<file path="src/rtl/alu_result_fifo_pkg.sv">
// ---------------------------------------------------------------------------
// alu_pkg
//   Shared ALU definitions used by the result-capture buffer and its
//   neighbours in the ALU datapath.
//   - ALU_OP_W : opcode width in bits
//   - alu_op_t : opcode enumeration carried alongside every result word
// ---------------------------------------------------------------------------
package alu_pkg;

  localparam int ALU_OP_W = 3;

  typedef enum logic [ALU_OP_W-1:0] {
    OP_AND = 3'd0,
    OP_OR  = 3'd1,
    OP_XOR = 3'd2,
    OP_ADD = 3'd3,
    OP_SUB = 3'd4
  } alu_op_t;

endpackage

</file>
<file path="src/rtl/alu_result_fifo_if.sv">
// ---------------------------------------------------------------------------
// alu_result_fifo_if
//   Bundles the write-side (ALU issue stage) and read-side (consumer)
//   handshakes of alu_result_fifo.
//   Parameters: WIDTH (result word width), DEPTH (entries, power of two)
//   Write side : wr_valid, wr_ready, wr_data[WIDTH], wr_op[3]
//   Read side  : rd_valid, rd_ready, rd_data[WIDTH], rd_op[3]
//   Status     : count[$clog2(DEPTH)+1]
//   Optional   : rd_zero, rd_parity (present only with ALU_FLAGS_EN defined)
//   Modports   : slave  - the buffer itself
//                master - the environment driving writes and taking reads
// ---------------------------------------------------------------------------
interface alu_result_fifo_if
  import alu_pkg::*;
#(
  parameter int WIDTH = 8,
  parameter int DEPTH = 4
) ();

  localparam int CNT_W = $clog2(DEPTH) + 1;

  logic             wr_valid;
  logic             wr_ready;
  logic [WIDTH-1:0] wr_data;
  alu_op_t          wr_op;

  logic             rd_valid;
  logic             rd_ready;
  logic [WIDTH-1:0] rd_data;
  alu_op_t          rd_op;

  logic [CNT_W-1:0] count;

`ifdef ALU_FLAGS_EN
  logic             rd_zero;
  logic             rd_parity;
`endif

  modport slave (
    input  wr_valid, wr_data, wr_op, rd_ready,
    output wr_ready, rd_valid, rd_data, rd_op, count
`ifdef ALU_FLAGS_EN
    , output rd_zero, rd_parity
`endif
  );

  modport master (
    output wr_valid, wr_data, wr_op, rd_ready,
    input  wr_ready, rd_valid, rd_data, rd_op, count
`ifdef ALU_FLAGS_EN
    , input rd_zero, rd_parity
`endif
  );

endinterface

</file>
<file path="src/rtl/alu_result_fifo_flag_gen.sv">
// ---------------------------------------------------------------------------
// alu_flag_gen
//   Combinational zero / parity generator for one ALU result word.
//   Ports:
//     data   input  WIDTH  result word
//     zero   output 1      1 when data is all zeros
//     parity output 1      XOR-reduction of data (1 = odd number of ones)
// ---------------------------------------------------------------------------
module alu_flag_gen #(
  parameter int WIDTH = 8
) (
  input  logic [WIDTH-1:0] data,
  output logic             zero,
  output logic             parity
);

  assign zero   = (data == '0);
  assign parity = ^data;

endmodule

</file>
<file path="src/rtl/alu_result_fifo.sv">
// ---------------------------------------------------------------------------
// alu_result_fifo
//   In-order result-capture buffer between the ALU issue stage and a
//   consumer that may stall. Stores up to DEPTH {result, opcode} entries.
//   Ports:
//     clk    input  rising-edge clock
//     rst_n  input  asynchronous active-low reset
//     bus    alu_result_fifo_if.slave (write/read handshakes, count, flags)
//   Behaviour:
//     - push = wr_valid && wr_ready, pop = rd_valid && rd_ready
//     - wr_ready = !full, rd_valid = !empty; both come from registered count
//     - no write-to-read bypass and no pop-to-write pass-through when full
//   Configuration macro:
//     ALU_FLAGS_EN - when defined, each entry also stores zero/parity flags
//                    computed at push and presented as rd_zero / rd_parity.
// ---------------------------------------------------------------------------
module alu_result_fifo
  import alu_pkg::*;
#(
  parameter int WIDTH = 8,
  parameter int DEPTH = 4
) (
  input  logic              clk,
  input  logic              rst_n,
  alu_result_fifo_if.slave  bus
);

  localparam int PTR_W = $clog2(DEPTH);
  localparam int CNT_W = PTR_W + 1;
  localparam logic [CNT_W-1:0] FULL_CNT = CNT_W'(DEPTH);

  typedef struct packed {
    alu_op_t          op;
    logic [WIDTH-1:0] data;
  } entry_t;

  entry_t           mem [DEPTH];
  logic [PTR_W-1:0] wr_ptr;
  logic [PTR_W-1:0] rd_ptr;
  logic [CNT_W-1:0] count_q;

  logic full;
  logic empty;
  logic push;
  logic pop;

  // Status depends only on the registered count, never on wr_valid/rd_ready.
  assign full  = (count_q == FULL_CNT);
  assign empty = (count_q == '0);

  assign push = bus.wr_valid && !full;
  assign pop  = bus.rd_ready && !empty;

  assign bus.wr_ready = !full;
  assign bus.rd_valid = !empty;
  assign bus.count    = count_q;

  // Pointers wrap naturally since DEPTH is a power of two.
  always_ff @(posedge clk or negedge rst_n) begin
    if (!rst_n) begin
      wr_ptr  <= '0;
      rd_ptr  <= '0;
      count_q <= '0;
    end else begin
      if (push) wr_ptr <= wr_ptr + PTR_W'(1);
      if (pop)  rd_ptr <= rd_ptr + PTR_W'(1);
      case ({push, pop})
        2'b10:   count_q <= count_q + CNT_W'(1);
        2'b01:   count_q <= count_q - CNT_W'(1);
        default: count_q <= count_q;
      endcase
    end
  end

  // Storage is deliberately left out of reset; only occupancy matters.
  always_ff @(posedge clk) begin
    if (push) mem[wr_ptr] <= '{op: bus.wr_op, data: bus.wr_data};
  end

  // Head entry read straight from the array, so it holds while stalled.
  assign bus.rd_data = mem[rd_ptr].data;
  assign bus.rd_op   = mem[rd_ptr].op;

`ifdef ALU_FLAGS_EN
  logic       wr_zero;
  logic       wr_parity;
  logic [1:0] flag_mem [DEPTH];   // {zero, parity}

  alu_flag_gen #(
    .WIDTH (WIDTH)
  ) u_flag_gen (
    .data   (bus.wr_data),
    .zero   (wr_zero),
    .parity (wr_parity)
  );

  always_ff @(posedge clk) begin
    if (push) flag_mem[wr_ptr] <= {wr_zero, wr_parity};
  end

  // Flags are forced low when empty so they read 0 out of reset.
  assign bus.rd_zero   = !empty && flag_mem[rd_ptr][1];
  assign bus.rd_parity = !empty && flag_mem[rd_ptr][0];
`endif

endmodule

</file>
<file path="src/flat_wrapper.sv">
// flat-port wrapper written by rule: the top's interface ports become plain ports
module alu_result_fifo_flat import alu_pkg::*;
#(
  parameter int WIDTH = 8,
  parameter int DEPTH = 4
)
  (clk, rst_n, bus_wr_valid, bus_wr_data, bus_wr_op, bus_rd_ready, bus_wr_ready, bus_rd_valid, bus_rd_data, bus_rd_op, bus_count);
  alu_result_fifo_if #(.WIDTH(WIDTH), .DEPTH(DEPTH)) bus_i ();
  input  logic clk;
  input  logic rst_n;
  input wire logic [$bits(bus_i.wr_valid)-1:0] bus_wr_valid;
  input wire logic [$bits(bus_i.wr_data)-1:0] bus_wr_data;
  input wire logic [$bits(bus_i.wr_op)-1:0] bus_wr_op;
  input wire logic [$bits(bus_i.rd_ready)-1:0] bus_rd_ready;
  output wire logic [$bits(bus_i.wr_ready)-1:0] bus_wr_ready;
  output wire logic [$bits(bus_i.rd_valid)-1:0] bus_rd_valid;
  output wire logic [$bits(bus_i.rd_data)-1:0] bus_rd_data;
  output wire logic [$bits(bus_i.rd_op)-1:0] bus_rd_op;
  output wire logic [$bits(bus_i.count)-1:0] bus_count;
  assign bus_i.wr_valid = bus_wr_valid;
  assign bus_i.wr_data = bus_wr_data;
  assign bus_i.wr_op = bus_wr_op;
  assign bus_i.rd_ready = bus_rd_ready;
  assign bus_wr_ready = bus_i.wr_ready;
  assign bus_rd_valid = bus_i.rd_valid;
  assign bus_rd_data = bus_i.rd_data;
  assign bus_rd_op = bus_i.rd_op;
  assign bus_count = bus_i.count;
  alu_result_fifo #(.WIDTH(WIDTH), .DEPTH(DEPTH)) u_core (.clk(clk), .rst_n(rst_n), .bus(bus_i));
endmodule
</file>
<file path="config.mk">
export PLATFORM = sky130hd
export DESIGN_NAME = alu_result_fifo_flat
export DESIGN_NICKNAME = d
export VERILOG_FILES = /design/src/rtl/alu_result_fifo_pkg.sv /design/src/rtl/alu_result_fifo_if.sv /design/src/rtl/alu_result_fifo_flag_gen.sv /design/src/rtl/alu_result_fifo.sv /design/src/flat_wrapper.sv
export SDC_FILE = /design/constraint.sdc
export NUM_CORES = 1
export LEC_CHECK = 0
export CAP_MARGIN = 10
export CELL_PAD_IN_SITES_DETAIL_PLACEMENT = 2
export CELL_PAD_IN_SITES_GLOBAL_PLACEMENT = 2
export CORE_MARGIN = 3
export CORE_UTILIZATION = 40
export DETAILED_ROUTE_END_ITERATION = 6
export GPL_TIMING_DRIVEN = 0
export PLACE_DENSITY_LB_ADDON = 0.1
export SYNTH_ARGS = -nofsm -noshare
export SYNTH_HDL_FRONTEND = slang
export SYNTH_SLANG_ARGS = --single-unit
</file>
<file path="constraint.sdc">
create_clock -name clk -period 2.7 [get_ports clk]
set_clock_uncertainty 0.15 [all_clocks]
set_input_delay 0.54 -clock clk [delete_from_list [all_inputs] [get_ports clk]]
set_output_delay 0.54 -clock clk [all_outputs]
set_load 0.02 [all_outputs]
</file>
* Word-level counts from Yosys, hierarchy flattened *
Memories as Yosys holds them, arrays and structs flattened.
Index checks and enable logic that the tools add are counted.

operators by class
  $add $sub $neg = 4
  eq/ne operators = 3
  muxes and demuxes = 3
  reduce and logical (&&, ||, !) cells = 6

operators with widths
  operator                                          number
  case mux 3 bit (2 select lines)                   1
  adder 2 x 1 -> 2 bit, second input constant       2
  adder 3 x 1 -> 3 bit, second input constant       1
  == test 3 bit, second input constant              1
  logical NOT 3 bit                                 1
  subtractor 3 x 1 -> 3 bit, second input constant  1
  == test 2 x 1 -> 1 bit, second input constant     1
  == test 2 bit, second input constant              1
  logical AND 1 bit                                 2
  logical NOT 1 bit                                 2
  two-way mux 1 bit                                 2
  nonzero test 2 bit                                1

storage, ports and cells
  flip-flop bits (word level) = 7
  RAM bits = 44
  input port bits = 15
  logic and storage cells = 20
  memories = 1

memory list
  memory      words  bits a word  read ports  clocked after memory_dff  wr ports  line                   text
  u_core.mem  4      11           1           0                         1         alu_result_fifo.sv:37  entry_t mem [DEPTH];

* Depth between registers and ports, before layout *
  depth after elaboration = 5
  gate-level depth with buffers = 9

* Worst setup path after synthesis *
OpenSTA, ideal clock, no wires.

  path kind = reg-to-reg
  start = reg u_core.count_q[0], in the netlist u_core.bus.count[0]
  end = reg u_core.count_q[2], in the netlist u_core.bus.count[2]
  library setup time = 0.080 ns
  data arrival time = 2.151 ns
  required time = 2.470 ns
  path slack = 0.319 ns
  cell stages (with the launch flop) = 10
  period minus slack after synthesis = 2.381 ns
  cell sequence = dfrtp_1 or3b_4 and2_4 inv_1 ha_1 inv_1 fa_1 xor2_1 nor2_1 xor2_1

on the way
  word-level cells in the longest chain between the ends = 5
  elaborated cells between the ends (all ways) = 12
  classes of those cells = 2 x add/sub; 3 x eq/ne; 1 x mux; 6 x reduce/logical

ends and longest elaborated chain
  what                                                                   line                   text
  start, declared                                                        alu_result_fifo.sv:40  logic [CNT_W-1:0] count_q;
  start signal, assigned                                                 alu_result_fifo.sv:68  2'b10: count_q <= count_q + CNT_W'(1);
  start signal, assigned                                                 alu_result_fifo.sv:69  2'b01: count_q <= count_q - CNT_W'(1);
  start signal, assigned                                                 alu_result_fifo.sv:70  default: count_q <= count_q;
  == test 3 bit (*)                                                      alu_result_fifo.sv:48  assign full = (count_q == FULL_CNT);
  logical NOT 1 bit (*)                                                  n/a
  named net bus_wr_ready                                                 flat_wrapper.sv:15     output wire logic [$bits(bus_i.wr_ready)-1:0] bus_wr_ready;
  logical AND 1 bit (*)                                                  alu_result_fifo.sv:51  assign push = bus.wr_valid && !full;
  == test 2 x 1 -> 1 bit or == test 2 bit (tied branches)                alu_result_fifo.sv:67  case ({push, pop})
  case mux 3 bit (2 select lines) or nonzero test 2 bit (tied branches)  n/a

Mark *: on every way through the listed nets, which the timed path passes. The rest lies on a longest branch.
A chain may end at the register's enable or synchronous reset.

* Worst setup path after layout *
  start = reg u_core.rd_ptr[1]
  end = out bus_rd_op[0]

on the way
  word-level cells in the longest chain between the ends = 1

ends and longest elaborated chain
  what                      line                   text
  start, declared           alu_result_fifo.sv:39  logic [PTR_W-1:0] rd_ptr;
  start signal, assigned    alu_result_fifo.sv:66  if (pop) rd_ptr <= rd_ptr + PTR_W'(1);
  memory read (4 x 11 bit)  n/a
  end, declared             flat_wrapper.sv:18     output wire logic [$bits(bus_i.rd_op)-1:0] bus_rd_op;

Every way passes these cells.

==> run_results.csv <==
group,metric,value,unit
drt,wl_met3,151,um
place,numPortBuffers,30,
finish,drive_gt1_frac,0.235,
worst_setup_path,end_kind,"primary output",
worst_setup_path,arrival,1890,ps
worst_setup_path,critPathSlowestCell,"clkdlybuf4s50_1",
global_routing,grt_pass1_vias,1199,
drt,met1_length,1620,um
global_routing,overflow,0,
floorplanning,die_y,77.0,um
worst_setup_path,crit_required,2010,ps
sta,tightest_slew,356,ps
finish,fin_util,0.524,
drt,ant_nets,0,
clock_network,insertion_delay,300,ps
sta,timing_hold_violations_final,0,
drt,routed_via_density,4.92,
drt,drcViolationCount,0,
global_routing,grt_start_max_net_pins,17,
clock_network,cts_buffer_depth,2,
sta,tns,0,ps
synthesis,synth-seq-area-share,0.743,
synthesis,syn_area_per_cell,21.4,um^2
floorplanning,io_pins,31,
sta,slew_viol_final,0,
floorplanning,num_rows,25,
drt,drt_iter0_drc,31,
worst_setup_path,critPathMaxStageDelay,550,ps
worst_setup_path,crit_path_start_kind,"flop",
synthesis,synth-edff-count,44,
finish,syn2layout_area_growth,24.4,%
clock_network,root_buffer,"clkbuf_8",
synthesis,dominantRegCellSynth,"edfxtp_1",
place,dp_hpwl,2780,um
synthesis,synth_cell_types,19,
clock_network,postCtsHoldBufs,0,
floorplanning,core,4790,um^2
clock_network,clkSinkCount,51,
sta,clock.fmax,0.387,GHz
sta,setup_viol,0,
drt,drt_first_pass_iters,4,
global_routing,grt_first_pass_wirelength,6710,um
power_and_ir_drop,power_density,1110,nW/um^2
floorplanning,die-area,5920,um^2
floorplanning,initial_utilization,0.421,
power_and_ir_drop,p_leak,0.897,nW
synthesis,synth_area,2010,um^2
global_routing,antenna_found_initial,0,
global_routing,grt_usage,0.156,
worst_setup_path,path_class,"reg -> out",
finish,fin_nets,152,
clock_network,cts_buffers,5,
drt,routed.top_layer,"met4",
place,gp_congestion,0.642,
synthesis,syn_inst,94,
drt,via_count,980,
floorplanning,die_x,77.0,um
clock_network,clkSlewWorstSetupHoldPaths,90,ps
sta,fin_crit_sh,0.956,
synthesis,ys_ff_latch,51,
finish,num_antenna_cells,0,
power_and_ir_drop,ir_worst_vdd,0.449,mV
worst_setup_path,path_cells,"buf_2 -> mux4_2 -> clkdlybuf4s50_1",
drt,post_drt_wl_per_cell,19.8,um
synthesis,synth_async_sr_flop_share,0.137,
drt,dr_wl_met2,2100,um
min_path,hp-class,"in -> async",
sta,relSlewSlack,0.763,
clock_network,cts.htree.levels,2,
flow_run,cap_viol_max_count,0,
status,status,"completed",
finish,fill_cells,432,
worst_setup_path,path_max_fanout,10,
finish,multi_input_area,483,um^2
synthesis,synth_fp_nets,115,
sta,period_needed,2580,ps
sta,rsz0062_at_grt,"no",
drt,finalWirelength,3950,um
synthesis,ys_warn_count,0,
finish,regArea,1500,um^2
clock_network,cts_tree,"yes",
-- worst max-delay path: cells and delay by family, from the launching register on --
kind	cells	cell delay (ps)
buffers and inverters	2	850
flip-flops	1	400
multiplexers	1	340
-- sequential cells by signal, summed over array words and instances, names as in the netlist --
signal / count
u_core.bus.count: 3
u_core.mem: 44
u_core.wr_ptr: 2
u_core.rd_ptr: 2
-- routing by layer --
metal / vias up / track usage
met4: 0 / 0.0562
met5: - / 0
li1: 441 / -
met1: 508 / 0.192
met2: 23 / 0.260
met3: 8 / 0.0469
-- synth_stat cells (3+ instances only) --
| master | n | area, um^2 |
|---|---|---|
| mux4_2 | 11 | 248 |
| and3_2 | 4 | 30.0 |
| inv_1 | 6 | 22.5 |
| ha_1 | 5 | 62.6 |
| xnor2_1 | 3 | 26.3 |
| edfxtp_1 | 44 | 1320 |
| dfrtp_1 | 7 | 175 |
| xor2_1 | 3 | 26.3 |
-- area by class of cell --
type | count | share of cell area
Buffer | 2 | 0.00649
Inverter | 6 | 0.00899
Multi-Input combinational cell | 35 | 0.193
Timing Repair Buffer | 30 | 0.116
Clock buffer | 5 | 0.0275
Clock inverter | 3 | 0.0175
Tap cell | 67 | 0.0334
Sequential cell | 51 | 0.598
-- power by group --
group          switching [mW]  leakage, nW  internal (mW)  total [mW]
Sequential              0.105        0.484           1.06        1.17
Clock                   0.251       0.0581          0.276       0.527
Combinational           0.567        0.355          0.523        1.09
Total                   0.923        0.897           1.86        2.79
-- timing repair --
| item | 4_1_cts | 5_1_grt |
|---|---|---|
| resized for setup | 10 | 0 |
| setup endpoints to repair | 8 | 0 |
| buffers inserted | 0 | 0 |
| hold endpoints to repair | 0 | 0 |
-- layout by cell type, fill, tap and decap left out, drive strengths merged, types with 2 or more instances in the layout --
cell type	n
mux4	11
xor2	3
and3	4
buf	2
clkdlybuf4s50	22
xnor2	3
edfxtp	44
dlygate4sd2	8
ha	5
inv	6
clkbuf	5
dfrtp	7
clkinv	2
-- per-stage QoR --
step                      hold WS, ps  total power [mW]  instances  cell area [um^2]  setup slack [ps]
after floorplan                  94.4              1.86         94              2010               319
after global placement            363              2.30        191              2400               139
after detailed placement          400              2.36        191              2400               146
after CTS                         349              2.84        199              2510              91.6
after global routing              369              2.96        199              2510              27.5
final                             341              2.79        199              2510               119
-- final timing paths --
check | from | to | slack (ps) | cells past startpoint
worst min register to register | u_core.bus.count[2] | u_core.bus.count[2] | 410 | 1
worst max register to register | u_core.bus.count[0] | u_core.bus.count[2] | 260 | 9
min in group clk | u_core.bus.count[2] | u_core.bus.count[2] | 410 | 1
max in group asynchronous | rst_n | u_core.rd_ptr[0] | 1790 | 1
worst min-delay path | rst_n | u_core.bus.count[0] | 340 | 1
worst max-delay path | u_core.rd_ptr[1] | bus_rd_op[0] | 120 | 3
-- cells by family (layout without fill, tap and decap cells) --
family          count (synthesis)  after routing  share of synthesized area
xor+xnor                        6              6                     0.0261
fa+ha+maj                       6              6                     0.0410
compound gates                  1              1                    0.00497
buf+inv                         8             46                     0.0174
flops                          51             51                      0.743
mux                            13             13                      0.135
simple gates                    9              9                     0.0323
Power figures use the tool's default switching activity.
